<file path="src/rtl/uart_mmio.sv">
// rtl/uart_mmio.sv - 8N1 UART with TX/RX FIFOs, status/control registers and level interrupt
module uart_mmio #(
   parameter int CLK_HZ     = 10000000,
   parameter int BAUD       = 115200,
   parameter int FIFO_DEPTH = 4
) (
   input  logic        clk,
   input  logic        rst,
   input  logic        sel,
   input  logic        we,
   input  logic        re,
   input  logic [3:0]  be,
   input  logic [3:0]  addr,
   input  logic [31:0] wdata,
   output logic [31:0] rdata,
   input  logic        rx,
   output logic        tx,
   output logic        irq
);
   localparam int DIV = (CLK_HZ + BAUD / 2) / BAUD;
   localparam int CW  = $clog2(DIV + 1);
   localparam int PW  = $clog2(FIFO_DEPTH);
   localparam logic [CW-1:0] BIT_LAST  = CW'(DIV - 1);
   localparam logic [CW-1:0] HALF_LAST = CW'(DIV / 2 - 1);

   localparam logic [1:0] S_IDLE  = 2'd0;
   localparam logic [1:0] S_START = 2'd1;
   localparam logic [1:0] S_DATA  = 2'd2;
   localparam logic [1:0] S_STOP  = 2'd3;

   logic       wr_en, tx_push_req, tx_push, tx_pop, rx_pop, rx_push, rx_push_req;
   logic       clr_wr, ovr_set, frame_set, tx_busy;
   logic [1:0] ctrl_q;
   logic       ovr_q, frame_q, irq_q;

   assign wr_en       = sel & we & be[0];
   assign tx_push_req = wr_en & (addr[3:2] == 2'd0);
   assign clr_wr      = wr_en & (addr[3:2] == 2'd3);

   // TX FIFO: pointers carry one extra wrap bit to tell full from empty
   logic [7:0]  txf_mem_q [FIFO_DEPTH];
   logic [PW:0] tx_wr_q, tx_rd_q;
   logic        tx_empty, tx_full;
   logic [7:0]  tx_head;

   assign tx_empty = (tx_wr_q == tx_rd_q);
   assign tx_full  = (tx_wr_q[PW] != tx_rd_q[PW]) && (tx_wr_q[PW-1:0] == tx_rd_q[PW-1:0]);
   assign tx_head  = txf_mem_q[tx_rd_q[PW-1:0]];
   assign tx_push  = tx_push_req & (~tx_full | tx_pop);

   always_ff @(posedge clk) begin
      if (tx_push) txf_mem_q[tx_wr_q[PW-1:0]] <= wdata[7:0];
   end

   logic [1:0]    tx_st_q, tx_st_d;
   logic [CW-1:0] tx_cnt_q, tx_cnt_d;
   logic [2:0]    tx_bit_q, tx_bit_d;
   logic [7:0]    tx_sh_q, tx_sh_d;
   logic          tx_q, tx_d;

   assign tx_busy = (tx_st_q != S_IDLE);

   always_comb begin
      tx_st_d  = tx_st_q;
      tx_cnt_d = tx_cnt_q;
      tx_bit_d = tx_bit_q;
      tx_sh_d  = tx_sh_q;
      tx_d     = tx_q;
      tx_pop   = 1'b0;
      case (tx_st_q)
         S_IDLE: begin
            if (!tx_empty) begin
               tx_pop   = 1'b1;
               tx_sh_d  = tx_head;
               tx_st_d  = S_START;
               tx_cnt_d = '0;
               tx_d     = 1'b0;
            end
         end
         S_START: begin
            if (tx_cnt_q == BIT_LAST) begin
               tx_cnt_d = '0;
               tx_bit_d = 3'd0;
               tx_st_d  = S_DATA;
               tx_d     = tx_sh_q[0];
            end else begin
               tx_cnt_d = tx_cnt_q + 1'b1;
            end
         end
         S_DATA: begin
            if (tx_cnt_q == BIT_LAST) begin
               tx_cnt_d = '0;
               if (tx_bit_q == 3'd7) begin
                  tx_st_d = S_STOP;
                  tx_d    = 1'b1;
               end else begin
                  tx_bit_d = tx_bit_q + 3'd1;
                  tx_sh_d  = {1'b0, tx_sh_q[7:1]};
                  tx_d     = tx_sh_q[1];
               end
            end else begin
               tx_cnt_d = tx_cnt_q + 1'b1;
            end
         end
         default: begin
            if (tx_cnt_q == BIT_LAST) begin
               tx_cnt_d = '0;
               // Chain straight into the next start bit when more data is queued
               if (!tx_empty) begin
                  tx_pop  = 1'b1;
                  tx_sh_d = tx_head;
                  tx_st_d = S_START;
                  tx_d    = 1'b0;
               end else begin
                  tx_st_d = S_IDLE;
                  tx_d    = 1'b1;
               end
            end else begin
               tx_cnt_d = tx_cnt_q + 1'b1;
            end
         end
      endcase
   end

   // RX: two-flop synchroniser plus one more stage for falling-edge detection
   logic rx_s1_q, rx_s2_q, rx_prev_q;

   logic [7:0]  rxf_mem_q [FIFO_DEPTH];
   logic [PW:0] rx_wr_q, rx_rd_q;
   logic        rx_empty, rx_full;
   logic [7:0]  rx_head;

   assign rx_empty = (rx_wr_q == rx_rd_q);
   assign rx_full  = (rx_wr_q[PW] != rx_rd_q[PW]) && (rx_wr_q[PW-1:0] == rx_rd_q[PW-1:0]);
   assign rx_head  = rxf_mem_q[rx_rd_q[PW-1:0]];
   assign rx_pop   = sel & re & (addr[3:2] == 2'd0) & ~rx_empty;
   assign rx_push  = rx_push_req & (~rx_full | rx_pop);
   assign ovr_set  = rx_push_req & rx_full & ~rx_pop;

   logic [1:0]    rx_st_q, rx_st_d;
   logic [CW-1:0] rx_cnt_q, rx_cnt_d;
   logic [2:0]    rx_bit_q, rx_bit_d;
   logic [7:0]    rx_sh_q, rx_sh_d;

   always_ff @(posedge clk) begin
      if (rx_push) rxf_mem_q[rx_wr_q[PW-1:0]] <= rx_sh_q;
   end

   always_comb begin
      rx_st_d     = rx_st_q;
      rx_cnt_d    = rx_cnt_q;
      rx_bit_d    = rx_bit_q;
      rx_sh_d     = rx_sh_q;
      rx_push_req = 1'b0;
      frame_set   = 1'b0;
      case (rx_st_q)
         S_IDLE: begin
            if (rx_prev_q & ~rx_s2_q) begin
               rx_st_d  = S_START;
               rx_cnt_d = '0;
            end
         end
         S_START: begin
            if (rx_cnt_q == HALF_LAST) begin
               rx_cnt_d = '0;
               rx_bit_d = 3'd0;
               rx_st_d  = rx_s2_q ? S_IDLE : S_DATA;
            end else begin
               rx_cnt_d = rx_cnt_q + 1'b1;
            end
         end
         S_DATA: begin
            if (rx_cnt_q == BIT_LAST) begin
               rx_cnt_d = '0;
               rx_sh_d  = {rx_s2_q, rx_sh_q[7:1]};
               if (rx_bit_q == 3'd7) rx_st_d = S_STOP;
               else                  rx_bit_d = rx_bit_q + 3'd1;
            end else begin
               rx_cnt_d = rx_cnt_q + 1'b1;
            end
         end
         default: begin
            if (rx_cnt_q == BIT_LAST) begin
               rx_cnt_d    = '0;
               rx_st_d     = S_IDLE;
               rx_push_req = rx_s2_q;
               frame_set   = ~rx_s2_q;
            end else begin
               rx_cnt_d = rx_cnt_q + 1'b1;
            end
         end
      endcase
   end

   always_ff @(posedge clk or posedge rst) begin
      if (rst) begin
         tx_wr_q   <= '0;
         tx_rd_q   <= '0;
         tx_st_q   <= S_IDLE;
         tx_cnt_q  <= '0;
         tx_bit_q  <= '0;
         tx_sh_q   <= '0;
         tx_q      <= 1'b1;
         rx_s1_q   <= 1'b1;
         rx_s2_q   <= 1'b1;
         rx_prev_q <= 1'b1;
         rx_wr_q   <= '0;
         rx_rd_q   <= '0;
         rx_st_q   <= S_IDLE;
         rx_cnt_q  <= '0;
         rx_bit_q  <= '0;
         rx_sh_q   <= '0;
         ctrl_q    <= '0;
         ovr_q     <= 1'b0;
         frame_q   <= 1'b0;
         irq_q     <= 1'b0;
      end else begin
         if (tx_push) tx_wr_q <= tx_wr_q + 1'b1;
         if (tx_pop)  tx_rd_q <= tx_rd_q + 1'b1;
         tx_st_q   <= tx_st_d;
         tx_cnt_q  <= tx_cnt_d;
         tx_bit_q  <= tx_bit_d;
         tx_sh_q   <= tx_sh_d;
         tx_q      <= tx_d;
         rx_s1_q   <= rx;
         rx_s2_q   <= rx_s1_q;
         rx_prev_q <= rx_s2_q;
         if (rx_push) rx_wr_q <= rx_wr_q + 1'b1;
         if (rx_pop)  rx_rd_q <= rx_rd_q + 1'b1;
         rx_st_q   <= rx_st_d;
         rx_cnt_q  <= rx_cnt_d;
         rx_bit_q  <= rx_bit_d;
         rx_sh_q   <= rx_sh_d;
         if (wr_en && addr[3:2] == 2'd2) ctrl_q <= wdata[1:0];
         // A set on the same edge as a clear wins
         ovr_q   <= ovr_set   | (ovr_q   & ~(clr_wr & wdata[0]));
         frame_q <= frame_set | (frame_q & ~(clr_wr & wdata[1]));
         irq_q   <= (ctrl_q[0] & ~rx_empty) | (ctrl_q[1] & tx_empty & ~tx_busy);
      end
   end

   always_comb begin
      rdata = '0;
      case (addr[3:2])
         2'd0:    if (!rx_empty) rdata[7:0] = rx_head;
         2'd1:    rdata[5:0] = {frame_q, tx_busy, ovr_q, ~rx_empty, tx_empty, tx_full};
         2'd2:    rdata[1:0] = ctrl_q;
         default: rdata = '0;
      endcase
   end

   assign tx  = tx_q;
   assign irq = irq_q;

   logic unused_bits;
   assign unused_bits = ^{be[3:1], wdata[31:8], addr[1:0]};
endmodule

</file>
<file path="config.mk">
export PLATFORM = sky130hd
export DESIGN_NAME = uart_mmio
export DESIGN_NICKNAME = d
export VERILOG_FILES = /design/src/rtl/uart_mmio.sv
export SDC_FILE = /design/constraint.sdc
export NUM_CORES = 1
export LEC_CHECK = 0
export CAP_MARGIN = 20
export CORE_UTILIZATION = 55
export CTS_BUF_LIST = sky130_fd_sc_hd__clkbuf_8
export DETAILED_ROUTE_END_ITERATION = 16
export PLACE_DENSITY = 0.8
export RECOVER_POWER = 100
export SETUP_SLACK_MARGIN = 0.5
export SYNTH_ARGS = -nofsm -noshare
export SYNTH_HDL_FRONTEND = slang
export SYNTH_SLANG_ARGS = --single-unit
</file>
<file path="constraint.sdc">
create_clock -name clk -period 2.5 [get_ports clk]
set_input_delay 0.5 -clock clk [delete_from_list [all_inputs] [get_ports clk]]
set_output_delay 0.5 -clock clk [all_outputs]
set_load 0.03 [all_outputs]
</file>
==> results.json, run 1 <==
{
  "die_h_um": 106,
  "netlist_instances": 438,
  "io-pin-count": 80,
  "place_congestion": 0.790,
  "finalHoldViolCount": 0,
  "cpMostUsedCell": "buf_4",
  "grt.total_usage_pct": 22.2,
  "max_freq_mhz": 390,
  "grt_pass1_vias": 3766,
  "die_w_um": 106,
  "cpLargestDelayFamily": "flip-flops",
  "slew_headroom_pct": 28.6,
  "overflow": 0,
  "timing.rr.end": "txf_mem_q[1][3]",
  "violations": "negative setup slack",
  "num_rows": 37,
  "layout_commonest_cell": "edfxtp_1",
  "tns_ns": -0.165,
  "fin_cells": 656,
  "n_antenna_cell": 0,
  "drive_gt1_share_pct": 31.9,
  "place_area_mm2": 0.00649,
  "critPathMaxFanout": 6,
  "synth_seq_cells": 125,
  "wl_mm": 11.7,
  "design.die.area_mm2": 0.0113,
  "path_buf_inv": 2,
  "fin_crit_ns": 2.57,
  "ys_seq_area_share_pct": 57.7,
  "start_kind": "register",
  "hold_path_startpoint": "rx_s1_q",
  "max_stage_delay_ns": 0.49,
  "synth_edf_count": 64,
  "clock_latency_ns": 0.44,
  "nNetsFinal": 575,
  "yosys_warnings": 0,
  "cts_tree": "built",
  "internal_power_mw": 3.81,
  "p_total_mw": 5.54,
  "leakagePower_nw": 2.93,
  "maxSlewViolCount": 0,
  "hold_depth": 0,
  "clockRootBuffer": "clkbuf_8",
  "synth-compound-area-share_pct": 8.19,
  "rsz0062_at_grt": "true",
  "status": "finished, violations left",
  "synthMuxAreaShare_pct": 12.3,
  "numCtsBuffers": 17,
  "clock_sinks": 125,
  "dp.cells": 606,
  "path_cells": "buf_4 > mux4_2 > o311ai_0 > a21oi_2 > buf_4",
  "synthSimpleGateAreaFrac_pct": 9.48,
  "coreArea_mm2": 0.0105,
  "drt-vias-per-instance": 5.71,
  "ys_async_sr_fraction_pct": 48.8,
  "synthXorXnorAreaFrac_pct": 2.19,
  "vias": 3744,
  "critPathCaptureType": "output port",
  "rrSetupSlack_ns": 0.47,
  "fin_ws_ns": -0.0667,
  "cp_data_required_time_ns": 2.00,
  "reg2regPathDepth": 7,
  "drv_cap": 0,
  "p_seq_share_pct": 44.6,
  "ant_nets": 0,
  "hp-class": "reg2reg",
  "finalClockSkew_ns": 0.0108,
  "synth_flop_cell": "edfxtp_1",
  "postLayoutCellArea_mm2": 0.00722,
  "power_frac_clock_pct": 31.5,
  "port_buffers": 26,
  "worstHoldEndpoint": "rx_s2_q",
  "dp_hpwl_mm": 7.52,
  "yosysUniqueCellTypes": 60,
  "detail_route.wl_per_cell_um": 17.9,
  "cp_slowest_cell": "dfrtp_2",
  "synth_fa_ha_area_share_pct": 4.60,
  "initial_core_util_pct": 57.2,
  "dr.first_iter.drc_count": 184,
  "tightest_slew_ns": 1.07,
  "grt_max_degree": 38,
  "crit_type": "reg2out",
  "grt_pass1_wl_mm": 18.7,
  "firstDrtPassIters": 5,
  "p_per_area_mw_per_mm2": 768,
  "route.detailed.drc": 0,
  "antenna_found_initial": 0,
  "syn2layout_area_growth_pct": 20.6,
  "netlist_area_mm2": 0.00599,
  "htreeDepth": 4,
  "period_share_pct": 103,
  "switching_power_mw": 1.73,
  "final_cell_mix": "edfxtp_1, dfrtp_1, buf_4",
  "max-vdd-ir-drop_uv": 499,
  "syn_avg_cell_area_um2": 13.7,
  "clkTransAtPathRegs_ns": 0.07,
  "power_switching_share_pct": 31.2,
  "setup-violations-final": 6,
  "reg2reg_from": "tx_cnt_q[1]",
  "combPwrFrac_pct": 23.9,
  "synth_top_family_by_area": "multiplexers",
  "cts_max_path_buffers": 2,
  "crit_arrival_ns": 2.07
}
## area by class of cell
class	instances	area, um2
Tap cell	136	170
Multi-Input combinational cell	279	2520
Timing Repair Buffer	65	611
Clock buffer	17	234
Clock inverter	15	163
Fill cell	699	3240
Sequential cell	125	3460
Inverter	19	72.6
## worst register-to-register path: cells and delay by family (launching register included)
kind	cells	cell delay (ns)
buffers and inverters	2	0.27
AOI/OAI and AO/OA	2	0.50
adders and majority gates	1	0.18
and+or+nand+nor	2	0.40
DFF	1	0.44
## registers in the layout, summed over array words and instances, names as in the netlist, 7 cells and up
register / flops
rx_cnt_q: 7
rx_sh_q: 8
txf_mem_q: 32
rxf_mem_q: 32
tx_cnt_q: 7
tx_sh_q: 8
## worst max path at each step
stage	to	start	slack, ns	depth (start not counted)
detailed placement	rxf_mem_q[1][6]	addr[2]	0.02	5
global route	rdata[3]	rx_rd_q[0]	-0.19	4
finish	rdata[3]	rx_rd_q[0]	-0.07	5
floorplan	rxf_mem_q[0][0]	rx_rd_q[1]	0.44	6
global placement	rxf_mem_q[0][6]	addr[2]	0.05	5
CTS	rdata[0]	rx_rd_q[0]	-0.07	5
## metrics by stage
stage / util (%) / hold WS, ns / worst slack [ns]
floorplan: - / 0.345 / 0.438
global placement: 62.0 / 0.349 / 0.0528
detailed placement: 62.0 / 0.351 / 0.0193
CTS: 67.6 / 0.362 / -0.0735
global route: 69.0 / 0.370 / -0.193
finish: 69.0 / 0.365 / -0.0667
## logic make-up after synthesis
group | count (synthesis)
flops | 125
other cells | 1
compound gates | 69
buf+inv | 57
fa+ha+maj | 22
simple gates | 102
xor+xnor | 15
mux | 47
## routing by layer
| metal | vias to the layer above | global-route usage, % | wire [um] |
|---|---|---|---|
| met4 | 0 | 7.34 | 212 |
| met1 | 1865 | 27.9 | 4880 |
| li1 | 1715 | - | - |
| met5 | - | 0 | 0 |
| met3 | 26 | 6.19 | 569 |
| met2 | 138 | 37.0 | 6080 |
## power groups by stage
stage | combinational, mW | clock, mW | sequential (mW)
6_report | 1.33 | 1.74 | 2.47
5_1_grt | 1.44 | 1.87 | 2.49
4_1_cts | 1.24 | 1.78 | 2.46
3_5_place_dp | 1.11 | 0 | 2.50
3_3_place_gp | 1.07 | 0 | 2.49
2_1_floorplan | 0.879 | 0 | 2.44
## timing repair
item,in CTS,in global routing
resized for setup,29,29
hold endpoints to repair,0,0
endpoints found under the setup margin,88,89
hold buffers,0,0
buffers inserted,9,9
pin swaps,8,10
## synthesized netlist by cell type, drive strengths merged, types with 4 or more instances
master  instances  area share (%)
nor2           12            0.75
dfrtp          57              24
nand2b          7            0.73
o21ai          20             1.7
mux4           16             6.4
xnor2           8             1.2
a21oi          13             1.1
mux2           30             5.7
nand2          28             1.8
nand3           8            0.67
clkbuf          7            0.44
edfxtp         64              32
ha             22             4.6
inv            19             1.2
and2           10             1.0
xor2            7             1.0
or3             5            0.52
nor3            5            0.42
dfstp           4             1.8
o311ai          4            0.58
and3            4            0.42
a22o            7             1.0
buf            31             3.9
Note: power is estimated with default switching activity, not from simulation.
==> inputs of run 2 (changes only) <==
--- a/config.mk
+++ b/config.mk
@@ -5,6 +5,7 @@
 export SDC_FILE = /design/constraint.sdc
 export NUM_CORES = 1
 export LEC_CHECK = 0
+export ABC_AREA = 1
 export CAP_MARGIN = 20
 export CORE_UTILIZATION = 55
 export CTS_BUF_LIST = sky130_fd_sc_hd__clkbuf_8
==> run 2 against run 1 <==
Net effect:
- the flow now finishes without violations
- clock power shrank 3%
- routed wire length up 3.6%
- first-iteration DRC count up 71%
- die area increased by 1.3%
- cell area shrank 2.5%
- setup slack better by 0.18 ns
- sequential share of layout area grew 1.3 points
- cell count is 32% higher
- synthesized area increased by 1.3%
- core utilization shrank 2.0 points
==> results.json, run 2 <==
{
  "status": "completed",
  "power_frac_clock_pct": 27.6,
  "crit_type": "reg2out",
  "overflow": 0,
  "drive_gt1_share_pct": 14.8,
  "layout_commonest_cell": "nand2_1",
  "synth_fa_ha_area_share_pct": 4.54,
  "drv_cap": 0,
  "hp-class": "reg2reg",
  "clkTransAtPathRegs_ns": 0.07,
  "power_switching_share_pct": 35.9,
  "cpMostUsedCell": "buf_4",
  "setup-violations-final": 0,
  "htreeDepth": 4,
  "critPathCaptureType": "output port",
  "clockRootBuffer": "clkbuf_8",
  "leakagePower_nw": 3.25,
  "synth-compound-area-share_pct": 5.36,
  "grt_pass1_vias": 4517,
  "critPathMaxFanout": 5,
  "path_cells": "clkinvlp_4 > buf_2 > buf_4 > o21ai_1 > a21oi_1 > buf_4",
  "synthXorXnorAreaFrac_pct": 2.02,
  "fin_crit_ns": 2.39,
  "synth_top_family_by_area": "simple AND/OR/NAND/NOR gates",
  "grtUsageMet2_pct": 40.0,
  "finalHoldViolCount": 0,
  "fillers": 771,
  "wl_mm": 12.2,
  "place_congestion": 0.818,
  "die_w_um": 107,
  "synth_seq_cells": 125,
  "cp_data_required_time_ns": 2.00,
  "nNetsFinal": 783,
  "p_total_mw": 6.12,
  "die_h_um": 107,
  "ys_async_sr_fraction_pct": 48.8,
  "rsz0062_at_grt": "true",
  "seqCellArea_mm2": 0.00346,
  "path_buf_inv": 4,
  "initial_core_util_pct": 57.8,
  "numCtsBuffers": 17,
  "start_kind": "register",
  "grt.total_usage_pct": 23.4,
  "reg2reg_from": "rx_cnt_q[0]",
  "critPathLaunch": "rx_rd_q[0]",
  "hold_path_startpoint": "rx_s1_q",
  "yosys_warnings": 0,
  "io-pin-count": 80,
  "vias": 4548,
  "p_per_area_mw_per_mm2": 870,
  "cts_hold_buf": 0,
  "period_share_pct": 95.5,
  "detail_route.wl_per_cell_um": 14.1,
  "synth.most_common_cell": "nand2_1",
  "synthSimpleGateAreaFrac_pct": 23.9,
  "coreArea_mm2": 0.0105,
  "use_met1_pct": 27.8,
  "port_buffers": 26,
  "combPwrFrac_pct": 29.9,
  "yosysUniqueCellTypes": 36,
  "switching_power_mw": 2.20,
  "netlist_instances": 646,
  "max_stage_delay_ns": 0.50,
  "synth_top_area_share_pct": 31.7,
  "fin_ws_ns": 0.112,
  "tns_ns": 0,
  "synth_common_cells": "nand2_1, nand3_1, edfxtp_1, dfrtp_1, nor2_1",
  "syn_avg_cell_area_um2": 9.40,
  "n_antenna_cell": 0,
  "multi_input_comb_area_mm2": 0.00231,
  "syn2layout_area_growth_pct": 16.0,
  "max-vdd-ir-drop_uv": 631,
  "cpLargestDelayFamily": "buffers and inverters",
  "netlist_area_mm2": 0.00607,
  "final_cell_mix": "nand2_1, nand3_1, edfxtp_1",
  "maxSlewViolCount": 0,
  "synthMuxAreaShare_pct": 0,
  "drt-vias-per-instance": 5.26,
  "clock_sinks": 125,
  "synth_edf_count": 64,
  "cts_tree": "built",
  "num_rows": 37,
  "clock_latency_ns": 0.44,
  "yosys.area.top_type": "edfxtp_1",
  "finalClockSkew_ns": 0.0112,
  "max_freq_mhz": 419,
  "grt.met3_usage_pct": 5.41,
  "route.detailed.drc": 0,
  "grt-busiest-layer": "met2",
  "crit_arrival_ns": 1.89,
  "grt_pass1_wl_mm": 20.4,
  "grt_max_degree": 32,
  "ant_nets": 0,
  "synth_flop_cell": "edfxtp_1",
  "dp_hpwl_mm": 8.21,
  "cp_slowest_cell": "dfrtp_2",
  "tightest_slew_ns": 0.793,
  "firstDrtPassIters": 7,
  "antenna_found_initial": 0,
  "dr.first_iter.drc_count": 314,
  "cts_max_path_buffers": 2,
  "synth_area_leaders": "edfxtp_1, dfrtp_1, nand2_1",
  "design.die.area_mm2": 0.0115,
  "p_seq_share_pct": 42.5,
  "final_core_util_pct": 67.0,
  "preCtsSetupSlack_ns": 0.167,
  "ys_seq_area_share_pct": 56.9,
  "slew_headroom_pct": 47.1,
  "internal_power_mw": 3.92
}
[run 2: cell count changes after synthesis, moves of 7 or more]
cell and delta:
nand2_1 +160, nand3_1 +57, nor2_1 +40, inv_1 +29, mux2_2 -29, o21ai_1 +16, mux4_2 -10, and2_1 -8
a22o_1 -7, nand2b_1 -7, o21ai_0 +7
[run 2: metal layers]
layer / vias up / share of wire (%)
met5: - / 0
met2: 112 / 52
met4: 0 / 1.7
met1: 2191 / 42
met3: 19 / 4.0
li1: 2226 / -
[run 2: per-stage QoR]
step / instance area, um2 / cells / hold WS, ns
finish: 7040 / 864 / 0.362
global route: 7040 / 864 / 0.370
CTS: 7100 / 862 / 0.357
detailed placement: 6500 / 816 / 0.348
global placement: 6500 / 816 / 0.345
floorplan: 6160 / 669 / 0.345
[run 2: power groups by stage]
stage / Sequential (mW) / Combinational (mW) / Clock (mW)
global placement: 2.62 / 1.79 / 0
global route: 2.63 / 2.09 / 1.80
floorplan: 2.57 / 1.47 / 0
detailed placement: 2.64 / 1.87 / 0
CTS: 2.60 / 1.88 / 1.72
finish: 2.60 / 1.83 / 1.69
[run 2: final timing paths]
path / end / slack [ns] / cells after the start
max: rdata[6] / 0.11 / 6
min: rx_s2_q / 0.36 / 0
max reg2reg: rxf_mem_q[1][1] / 0.23 / 9
min reg2reg: rx_s2_q / 0.36 / 0
max in group asynchronous: rx_wr_q[1] / 0.71 / 3
min in group asynchronous: tx_wr_q[0] / 0.59 / 2
[run 2: cell type report]
| type | instances | area share, % |
|---|---|---|
| clock buffers | 19 | 3.71 |
| clock inverters | 13 | 1.79 |
| inverters | 54 | 3.00 |
| multi-input cells | 455 | 32.8 |
| flip-flops and latches | 125 | 49.1 |
| well taps | 136 | 2.42 |
| repair buffers | 61 | 7.02 |
| repair inverters | 1 | 0.107 |
[run 2: logic make-up after synthesis]
| group | count (synthesis) |
|---|---|
| fa+ha+maj | 22 |
| other cells | 1 |
| buf+inv | 89 |
| simple gates | 336 |
| flops | 125 |
| compound gates | 59 |
| xor+xnor | 14 |
[run 2: timing repair]
item                                   4_1_cts  5_1_grt
setup buffers                               12        2
pin swaps                                   14        6
setup endpoints to repair                   41       72
gates resized for setup                     35       12
endpoints found under the hold margin        0        0
cloned                                       2        0
==> inputs of run 3 (changes only) <==
--- a/config.mk
+++ b/config.mk
@@ -9,6 +9,7 @@
 export CAP_MARGIN = 20
 export CORE_UTILIZATION = 55
 export CTS_BUF_LIST = sky130_fd_sc_hd__clkbuf_8
+export CTS_CLUSTER_DIAMETER = 40
 export DETAILED_ROUTE_END_ITERATION = 16
 export PLACE_DENSITY = 0.8
 export RECOVER_POWER = 100
==> results of run 3 <==
The final DEF is identical to that of run 2; final timing and power are the same.
==> patch (config.mk and constraints of run 1) <==
Register the output `tx` once more, cleared by the reset; this adds one clock of latency there. The other outputs are not delayed to match.
--- a/src/rtl/uart_mmio.sv
+++ b/src/rtl/uart_mmio.sv
@@ -251,3 +251,9 @@
 
-   assign tx  = tx_q;
+   always_ff @(posedge clk or posedge rst) begin
+      if (rst) begin
+         tx <= '0;
+      end else begin
+         tx <= tx_q;
+      end
+   end
    assign irq = irq_q;
Function: changed (Yosys sat finds a counterexample within 4 cycles, from zero or initial values and one cycle with rst high).
==> patch against run 1 <==
The run ends with max-capacitance violations, max-slew violations, negative setup slack left. Area after synthesis is 0.42% higher. Synthesized cell count is 0.23% higher. Count of clock-buffer cells in the layout is 1 higher. Power is 2.1% lower. Sequential cell count is 1 higher. Cell count is 0.61% lower. Routed wire length is 0.11% higher. Die area is 0.40% higher. Sequential share of layout area is 0.64 points higher. Setup slack better by 0.045 ns. Cell area is 0.64% lower. Largest power group unchanged. Highest routed layer unchanged.
==> patch: results (changes against run 1) <==
first-pass GRT wire length=18900 µm (was 18700 µm); Hold EP=rx_s2_q$_DFF_PP1_ (unchanged); FFs w/ async S/R, synth=49.2% (was 48.8%); RR Endpoint=tx_sh_q[1]$_DFFE_PP0P_ (was txf_mem_q[1][3]$_DFFE_PP_); Synth Area in Compound Gates=8.15% (was 8.19%); Inst Count DP=608 (was 606); worst vdd ir=0.579 mV (was 0.499 mV); fraction of layout instances using a drive strength above 1=28.5% (was 31.9%); setup ws final=-0.0216 ns (was -0.0667 ns); Iteration-0 DRC Markers=184 (unchanged); Max Cap Viol=1 (was 0); worst setup path end=rdata[0] (was rdata[3]); placed inst area=6520 µm² (was 6490 µm²); delay-heaviest family, CP=multiplexers (was flip-flops); Setup WS pre-CTS=0.00932 ns (was 0.0193 ns); post-synthesis cell type count=60 (unchanged); WHS=0.365 ns (about the same); final-layout fill cell count=715 (was 699); Clock Skews=0.00939 ns (was 0.0108 ns); top cells by instance count after synthesis=edfxtp_1, dfrtp_1, mux2_2, nand2_1, buf_4 (unchanged); CP max-delay cell=mux4_2 (was dfrtp_2); Synth Area in XOR/XNOR=2.18% (was 2.19%); vias in the first global route=3907 (was 3766); post-DP HPWL=7630 µm (was 7520 µm); Clock Root Buffer=clkbuf_8 (unchanged); Synth area leaders=edfxtp_1, dfrtp_1, mux2_2, ha_1, mux4_2 (unchanged); worst slew pin tran=1.54 ns (was 1.07 ns); Critical Path AT=2.02 ns (was 2.07 ns); r2r worst-path depth=8 (was 7); EDFF count, synth=64 (unchanged); adder-cell share of the synthesized area=4.58% (was 4.60%); setup TNS=-0.0498 ns (was -0.165 ns); worst hold start=rx_s1_q$_DFF_PP1_ (unchanged); Warnings, synthesis=0 (unchanged); routability cong.=0.773 (was 0.790); endpoints failing setup=3 (was 6); largest net degree at the start of global routing=63 (was 38); failing checks=max-capacitance violations, max-slew violations, negative setup slack (was negative setup slack); R2R Path Start=tx_cnt_q[0]$_DFFE_PP0P_ (was tx_cnt_q[1]$_DFFE_PP0P_); antenna violations before repair=0 (unchanged); Pre-antenna DRT Iters=4 (was 5); mux contribution to synthesized area=12.2% (was 12.3%); CP max FO=6 (unchanged); PwrDens=756 nW/µm² (was 768 nW/µm²); status=finished with violations (unchanged); Avg Synthesized Cell Area=13.7 µm² (about the same); peak per-stage delay on the critical path=0.52 ns (was 0.49 ns); Clk Latency, worst-skew pair=0.43 ns; Final nets=571 (was 575); Clock Path Buffers=2 (unchanged); Final Max Tran Viols=63 (was 0); Global Route Usage Sum=22.3% (was 22.2%); Worst Setup SP=rx_rd_q[0]$_DFFE_PP0P_ (unchanged); Lkg Pwr=2.94 nW (was 2.93 nW); Seq/Total Area, Yosys=57.8% (was 57.7%); Non-Filler Instances=652 (was 656); CTS Buf Count=17 (unchanged); Total Wirelength=11800 µm (was 11700 µm); via count=3752 (was 3744); R2R Setup Slk=0.38 ns (was 0.47 ns)
[patch: area by class of cell]
| cell class | count | area share (%) |
|---|---|---|
| flip-flops and latches | 126 | 48.5 |
| multi-input cells | 279 | 35.0 |
| inverters | 19 | 1.05 |
| clock buffers | 18 | 3.45 |
| clock inverters | 14 | 1.64 |
| well taps | 136 | 2.37 |
| repair buffers | 60 | 7.95 |
[patch: layer usage]
layer / wire, µm / part of all wire [%] / vias to the layer above / global-route usage, %
met5: 0 / 0 / - / 0
met4: 225 / 1.9 / 0 / 9.20
met3: 593 / 5.0 / 19 / 5.65
met2: 6180 / 53 / 123 / 38.7
met1: 4750 / 40 / 1900 / 26.4
li1: - / - / 1710 / -
[patch: power breakdown]
group | switching, mW | internal (mW)
combinational | 0.719 | 0.592
clock | 0.755 | 0.881
sequential | 0.172 | 2.31
total | 1.65 | 3.78
[patch: worst reg2reg max path, delay by kind of cell (launching register included)]
| kind | cells | cell delay (ns) |
|---|---|---|
| flip-flops | 1 | 0.40 |
| multiplexers | 1 | 0.31 |
| adder cells (fa/ha/maj) | 1 | 0.12 |
| AO/OA/AOI/OAI | 1 | 0.39 |
| AND/OR/NAND/NOR | 2 | 0.36 |
| buffers and inverters | 3 | 0.43 |
[patch: logic make-up (layout without fill, tap and decap cells)]
logic type | Yosys count | in the layout
AO/OA/AOI/OAI | 69 | 69
XOR/XNOR | 15 | 15
adder cells (fa/ha/maj) | 22 | 22
buffers and inverters | 57 | 111
flip-flops | 126 | 126
multiplexers | 47 | 47
other | 1 | 24
AND/OR/NAND/NOR | 102 | 102
[patch: timing repair]
action / 4_1_cts / 5_1_grt
endpoints found under the setup margin: 84 / 83
setup buffers: 6 / 6
gates cloned: 0 / 0
pin swaps: 10 / 8
gates resized for setup: 37 / 23
